$ cat config.mk
export PLATFORM = sky130hd
export DESIGN_NAME = ele_motion_ctrl
export DESIGN_NICKNAME = d
export VERILOG_FILES = /design/src/rtl/ele_motion_ctrl.sv
export SDC_FILE = /design/constraint.sdc
export NUM_CORES = 1
export LEC_CHECK = 0
export CELL_PAD_IN_SITES_DETAIL_PLACEMENT = 1
export CELL_PAD_IN_SITES_GLOBAL_PLACEMENT = 1
export CORE_MARGIN = 2
export CORE_UTILIZATION = 39
export CTS_CLUSTER_DIAMETER = 80
export DETAILED_ROUTE_END_ITERATION = 7
export PLACE_DENSITY_LB_ADDON = 0.1
export SYNTH_ARGS = -nofsm -noshare
export SYNTH_HDL_FRONTEND = slang
export SYNTH_SLANG_ARGS = --single-unit
$ cat constraint.sdc
create_clock -name clk -period 2.9 [get_ports clk]
set_input_delay 0.725 -clock clk [delete_from_list [all_inputs] [get_ports clk]]
set_output_delay 0.725 -clock clk [all_outputs]
set_load 0.02 [all_outputs]
$ cat src/rtl/ele_motion_ctrl.sv
// ele_motion_ctrl: sequencing controller for the 4-storey elevator.
// Tracks the one-hot car position, run direction (ud_mode) and door state,
// timing floor-to-floor travel and door dwell in clk ticks.
// Optional emergency stop enabled by defining ELE_ESTOP_EN.
module ele_motion_ctrl #(
    parameter int unsigned TRAVEL_TICKS = 64,
    parameter int unsigned DOOR_TICKS   = 96
) (
    input  logic       clk,
    input  logic       rst,
    input  logic       up_need,
    input  logic       down_need,
    input  logic [3:0] allReq_reg,
    input  logic       door_hold,
`ifdef ELE_ESTOP_EN
    input  logic       estop,
    output logic       halted,
`endif
    output logic [3:0] position,
    output logic [1:0] ud_mode,
    output logic       door_open,
    output logic       moving
);

    localparam int unsigned MAX_TICKS = (TRAVEL_TICKS > DOOR_TICKS) ? TRAVEL_TICKS : DOOR_TICKS;
    localparam int unsigned TW        = $clog2(MAX_TICKS);
    localparam logic [TW-1:0] TRAVEL_LAST = TW'(TRAVEL_TICKS - 1);
    localparam logic [TW-1:0] DOOR_LAST   = TW'(DOOR_TICKS - 1);

    typedef enum logic [2:0] {
        IDLE,
        MOVE_UP,
        MOVE_DOWN,
        DOOR,
        DECIDE
    } state_t;

    typedef enum logic [1:0] {
        UD_STOP = 2'b00,
        UD_UP   = 2'b01,
        UD_DOWN = 2'b10
    } udMode_t;

    state_t        state, stateN;
    logic [TW-1:0] timer, timerN;
    logic [3:0]    posN;
    udMode_t       udQ, udN;
    logic          atTop, atBottom;
    logic          canUp, canDown;

    assign atTop    = (position == 4'b1000);
    assign atBottom = (position == 4'b0001);
    assign canUp    = up_need && !atTop;
    assign canDown  = down_need && !atBottom;

    // State, timer, position and direction registers with synchronous reset
    always_ff @(posedge clk) begin
        if (rst) begin
            state    <= IDLE;
            timer    <= '0;
            position <= 4'b0001;
            udQ      <= UD_STOP;
        end else begin
            state    <= stateN;
            timer    <= timerN;
            position <= posN;
            udQ      <= udN;
        end
    end

    // Next-state, timer, position and direction selection
    always_comb begin
        stateN = state;
        timerN = timer;
        posN   = position;
        udN    = udQ;
        unique case (state)
            IDLE: begin
                if ((allReq_reg & position) != 4'b0000) begin
                    stateN = DOOR;
                    udN    = atTop ? UD_DOWN : UD_UP;
                end else if (canUp) begin
                    stateN = MOVE_UP;
                    udN    = UD_UP;
                end else if (canDown) begin
                    stateN = MOVE_DOWN;
                    udN    = UD_DOWN;
                end else begin
                    udN = UD_STOP;
                end
            end
            MOVE_UP: begin
                if (timer == TRAVEL_LAST) begin
                    posN   = position << 1;
                    timerN = '0;
                    if (((allReq_reg & posN) != 4'b0000) || (posN == 4'b1000))
                        stateN = DOOR;
                end else begin
                    timerN = timer + 1'b1;
                end
            end
            MOVE_DOWN: begin
                if (timer == TRAVEL_LAST) begin
                    posN   = position >> 1;
                    timerN = '0;
                    if (((allReq_reg & posN) != 4'b0000) || (posN == 4'b0001))
                        stateN = DOOR;
                end else begin
                    timerN = timer + 1'b1;
                end
            end
            DOOR: begin
                if (door_hold)
                    timerN = '0;
                else if (timer == DOOR_LAST)
                    stateN = DECIDE;
                else
                    timerN = timer + 1'b1;
            end
            DECIDE: begin
                if (udQ == UD_UP && canUp) begin
                    stateN = MOVE_UP;
                end else if (udQ == UD_DOWN && canDown) begin
                    stateN = MOVE_DOWN;
                end else if (canUp) begin
                    stateN = MOVE_UP;
                    udN    = UD_UP;
                end else if (canDown) begin
                    stateN = MOVE_DOWN;
                    udN    = UD_DOWN;
                end else begin
                    stateN = IDLE;
                    udN    = UD_STOP;
                end
            end
            default: begin
                stateN = IDLE;
                udN    = UD_STOP;
            end
        endcase
        if (stateN != state)
            timerN = '0;
`ifdef ELE_ESTOP_EN
        // Emergency stop overrides every decision above: freeze in place,
        // door dwell pinned at zero so it restarts in full on release.
        if (estop) begin
            stateN = state;
            posN   = position;
            udN    = udQ;
            timerN = (state == DOOR) ? '0 : timer;
        end
`endif
    end

    assign ud_mode   = udQ;
    assign door_open = (state == DOOR);
`ifdef ELE_ESTOP_EN
    assign moving = ((state == MOVE_UP) || (state == MOVE_DOWN)) && !estop;
    assign halted = ((state == MOVE_UP) || (state == MOVE_DOWN)) && estop;
`else
    assign moving = (state == MOVE_UP) || (state == MOVE_DOWN);
`endif

endmodule

# Word-level counts from Yosys, hierarchy flattened
# Cells that the tools add are included.
[word_totals]
reg_bits = 16
latchBits = 0
ram_bits = 0
romBits = 0
inputBits = 9
out_inout_bits = 8
wordCells = 76
mem_count = 0
[classes]
addsub = 1
mul = 0
n_div = 0
magnitude_cmp = 0
eq_ne = 18
n_shift = 0
muxes = 28
n_bitwise = 4
reduce_logical = 21
[ops]
columns = ["operator", "count"]
rows = [
  ["two-way mux 3 bit", 9],
  ["two-way mux 7 bit", 3],
  ["two-way mux 2 bit", 10],
  ["one-hot mux 3 bit (5 select lines)", 1],
  ["one-hot mux 7 bit (2 select lines)", 1],
  ["nonzero test 4 bit", 3],
  ["bitwise AND 4 bit", 2],
  ["two-way mux 4 bit", 2],
  ["!= test 2 bit (second input constant)", 4],
  ["one-hot mux 4 bit (2 select lines)", 1],
  ["adder 7 x 1 -> 7 bit (second input constant)", 1],
  ["equality test 7 x 6 -> 1 bit (second input constant)", 1],
  ["equality test 7 bit (second input constant)", 1],
  ["equality test 3 x 1 -> 1 bit (second input constant)", 2],
  ["equality test 3 x 2 -> 1 bit (second input constant)", 2],
  ["equality test 3 bit (second input constant)", 2],
  ["one-hot mux 2 bit (3 select lines)", 1],
  ["AND reduction 3 bit", 2],
  ["bitwise AND 4 x 3 -> 4 bit", 1],
  ["equality test 4 x 1 -> 1 bit (second input constant)", 1],
  ["equality test 4 bit (second input constant)", 1],
  ["logical AND 1 bit", 4],
  ["nonzero test 2 bit", 2],
  ["OR reduction 2 bit", 2],
  ["other kinds (10)", 13],
]

# Longest topological paths before layout
[depth]
word_depth = 10
ltp_mapped = 7
depth_no_buf = 6

# Worst setup path after synthesis
# No wires, ideal clock.
[synth_timing]
path_type = "input -> register"
startpoint = "in door_hold"
endpoint = "reg timer[2]"
setup_time_ps = 100
t_arrival_ps = 2115
t_required_ps = 2800
path_slack_ps = 686
path_stages = 5
path_buffers = 0
cell_sequence = "or3b_1 -> nor2_1 -> a211oi_1 -> o41a_1 -> a2111oi_4"
[synth_between]
elab_chain_len = 4
word_cells_on_any_way = 8
classes_between = "eq/ne: 2; mux: 4; reduce/logical: 2"
[synth_lines]
columns = ["item", "line_no", "source"]
rows = [
  ["start, declared", "14", "input logic door_hold,"],
  ["two-way mux 3 bit", "113", "if (door_hold)"],
  ["one-hot mux 3 bit (5 select lines)", "77", "unique case (state)"],
  ["!= test 3 bit", "141", "if (stateN != state)"],
  ["OR reduction 2 bit (no source line)", "--", ""],
  ["end signal, assigned", "65", "timer <= timerN;"],
  ["end, declared", "45", "logic [TW-1:0] timer, timerN;"],
]
# Parallel ways exist; a longest one is shown, timed or not.
# A chain may end at the register's enable or synchronous reset.

# Final worst setup path
[layout_timing]
startpoint = "reg state[2]"
endpoint = "out moving"
[layout_between]
elab_chain_len = 2
word_cells_on_any_way = 3
classes_between = "eq/ne: 2; reduce/logical: 1"
[layout_lines]
columns = ["item", "line_no", "source"]
rows = [
  ["start, declared", "44", "state_t state, stateN;"],
  ["start signal, assigned", "64", "state <= stateN;"],
  ["equality test 3 x 1 -> 1 bit or equality test 3 x 2 -> 1 bit (tied branches)", "161", "assign moving = (state == MOVE_UP) || (state == MOVE_DOWN);"],
  ["logical OR 1 bit *", "161", ""],
  ["end, declared", "22", "output logic moving"],
]
# Mark *: on every way between the ends. The rest lies on a longest branch, timed or not.

==> impl_metrics.yaml <==
final_layout:
  diodes: 0
  final_nets: 165
  multi_input_area_um2: 712
  final.fill_count: 344
  stdcell_count: 185
  area_delta_synth_final_pct: 19.3
  layout_common_cells: "nor2_1 (16), clkdlybuf4s50_1 (16), dfxtp_1 (16)"
  ff_latch_area_um2: 320
  fin_util_pct: 48.6
  drive_above_1_share_pct: 8.44
setup_path:
  crit_chain: "or3_1 -> nand2_1 -> clkdlybuf4s50_1"
  path_max_fanout: 13
  slowest_stage: "clkdlybuf4s50_1"
  cp_top_family: "simple AND/OR/NAND/NOR gates"
  crit_required_ns: 2.17
  path_buf_inv: 1
  end_kind: "output pin"
  critPathKind: "reg2out"
  slowest_delay_ns: 0.60
  crit_arrival_ns: 2.03
  worst_setup_path_start_kind: "flip-flop"
floorplanning:
  core_um2: 2710
  fp.dieArea_um2: 3270
  io_pins: 17
  rows: 19
  die_h_um: 57.2
  start_util_pct: 40.7
  die_w_um: 57.2
min_path:
  hold_class: "reg2reg"
sta:
  holdWs_ns: 0.493
  skew_ns: 0.00254
  min_period_ns: 2.76
  finalHoldViolCount: 0
  setup_viol: 0
  slew_headroom_pct: 32.8
  layout_setup_ws_ns: 0.141
  rsz0062_at_grt: "no"
  worst_slew_pin_slew_ns: 0.995
  finalCritPeriodShare_pct: 95.1
  fin_setup_tns_ns: 0
  slew_violations: 0
  max_freq_mhz: 362
cts:
  hold_buffers: 0
  cts_tree: "done"
  root_buffer: "clkbuf_4"
  clock_path_buffers: 2
  path_clk_slew_ns: 0.10
  cts_sinks: 16
  numCtsBuffers: 3
  cts_setup_buffers: 0
  htreeDepth: 1
  clock_latency_ns: 0.30
  cts_resized: 0
power:
  seqPwrFrac_pct: 44.3
  p_switching_uw: 173
  clkPwrFrac_pct: 28.9
  leakage_nw: 0.446
  powerDensity_nw_per_um2: 408
  ir_drop_uv: 214
  p_int_uw: 365
  combinationalPowerShare_pct: 26.8
  switching_share_pct: 32.1
synthesis:
  yosysUniqueCellTypes: 46
  async_reset_ff_share_pct: 0
  syn_nets: 149
  ys_seq_area_share_pct: 29.0
  synth_edf_count: 0
  syn_area_per_cell_um2: 7.94
  yosys_warnings: 0
  ys_ff_latch: 16
  synth_cells: 139
  synth_area_um2: 1100
  synthFlopType: "dfxtp_1"
detailed_routing:
  routed_wl_um: 3160
  highest_layer: "met4"
  drtIter0Drc: 39
  vias: 1176
  drc: 0
  dr_wl_met2_um: 1570
  dr.pass1.iters: 5
  wl_met1_um: 1440
  wire_per_inst_um: 17.1
  viasPerCell: 6.36
  wl_met3_um: 94
  ant_nets: 0
grt:
  antenna_found_initial: 0
  grt_pass1_vias: 1189
  grt_pass1_wl_um: 5490
  overflow: 0
  grt_max_degree: 14
  track_usage_pct: 21.2
placement:
  io_buffers: 16
  post-place-ws_ns: 0.0885
  dp.cells: 181
  gp_congestion: 0.800
  dpl.hpwl_um: 2470
run_status:
  status: "finished, final reports clean"
run:
  drv_cap: 0
[synth_stat cells (3+ instances only)]
library cell	count	area share, %
a21oi_1	9	4.1
nand2_1	10	3.4
clkbuf_1	5	1.7
a22oi_1	4	2.7
dfxtp_1	16	29
nor3_1	4	1.8
o21a_1	3	2.0
nor2_1	16	5.4
nor4_1	8	4.5
o21bai_1	4	2.7
inv_1	9	3.1
a211oi_1	4	2.7
nand3_1	4	1.8
or3_1	4	2.3
o21ai_0	3	1.4
[cells by family (layout without fill, tap and decap cells)]
logic type,count (synthesis),count (layout),synth area share [%]
adders and majority gates,1,1,1.13
and+or+nand+nor,61,61,30.0
buffers and inverters,16,31,6.46
DFF,16,16,29.0
AOI/OAI and AO/OA,43,43,31.6
muxes,1,1,0.907
xor gates and xnor gates,1,1,0.794
[final timing paths]
kind,start,to,slack [ns],cells after the start
worst min-delay path,ud_mode[0],ud_mode[0],0.49,2
worst min register to register,ud_mode[0],ud_mode[0],0.49,2
worst max-delay path,state[2],moving,0.14,3
worst max register to register,timer[0],timer[5],0.39,6
[power by group through the flow]
| stage | sequential (mW) | clock [mW] | combinational, mW |
|---|---|---|---|
| finish | 0.238 | 0.155 | 0.144 |
| global route | 0.240 | 0.165 | 0.158 |
| CTS | 0.238 | 0.162 | 0.144 |
| detailed placement | 0.243 | 0 | 0.144 |
| global placement | 0.242 | 0 | 0.139 |
| floorplan | 0.242 | 0 | 0.0897 |
[worst register-to-register path, stage by stage, from the launching register on]
cell and delay (ns):
dfxtp_1 0.41, ha_1 0.25, nand4_1 0.24, or3_1 0.49, or3_1 0.43, a41oi_2 0.46
nor4_1 0.11
[per-stage QoR]
stage	area (um^2)	power, mW
2_1_floorplan	1100	0.331
3_3_place_gp	1280	0.381
3_5_place_dp	1280	0.387
4_1_cts	1320	0.544
5_1_grt	1320	0.563
6_report	1320	0.537
[registers in the layout, indices dropped and copies added, names as in the netlist]
signal    flops
timer         7
ud_mode       2
state         3
position      4
[routing by layer]
metal / vias up / GRT usage (%)
li1: 564 / -
met2: 23 / 39.7
met5: - / 0
met1: 584 / 24.9
met4: 0 / 6.98
met3: 5 / 2.27
[final cells by class]
type	instances	area share [%]
repair buffers	18	13.3
flip-flops and latches	16	24.3
inverters	9	2.57
well taps	31	2.95
clock buffers	4	2.76
multi-input cells	107	54.1
Power figures use the tool's default switching activity.
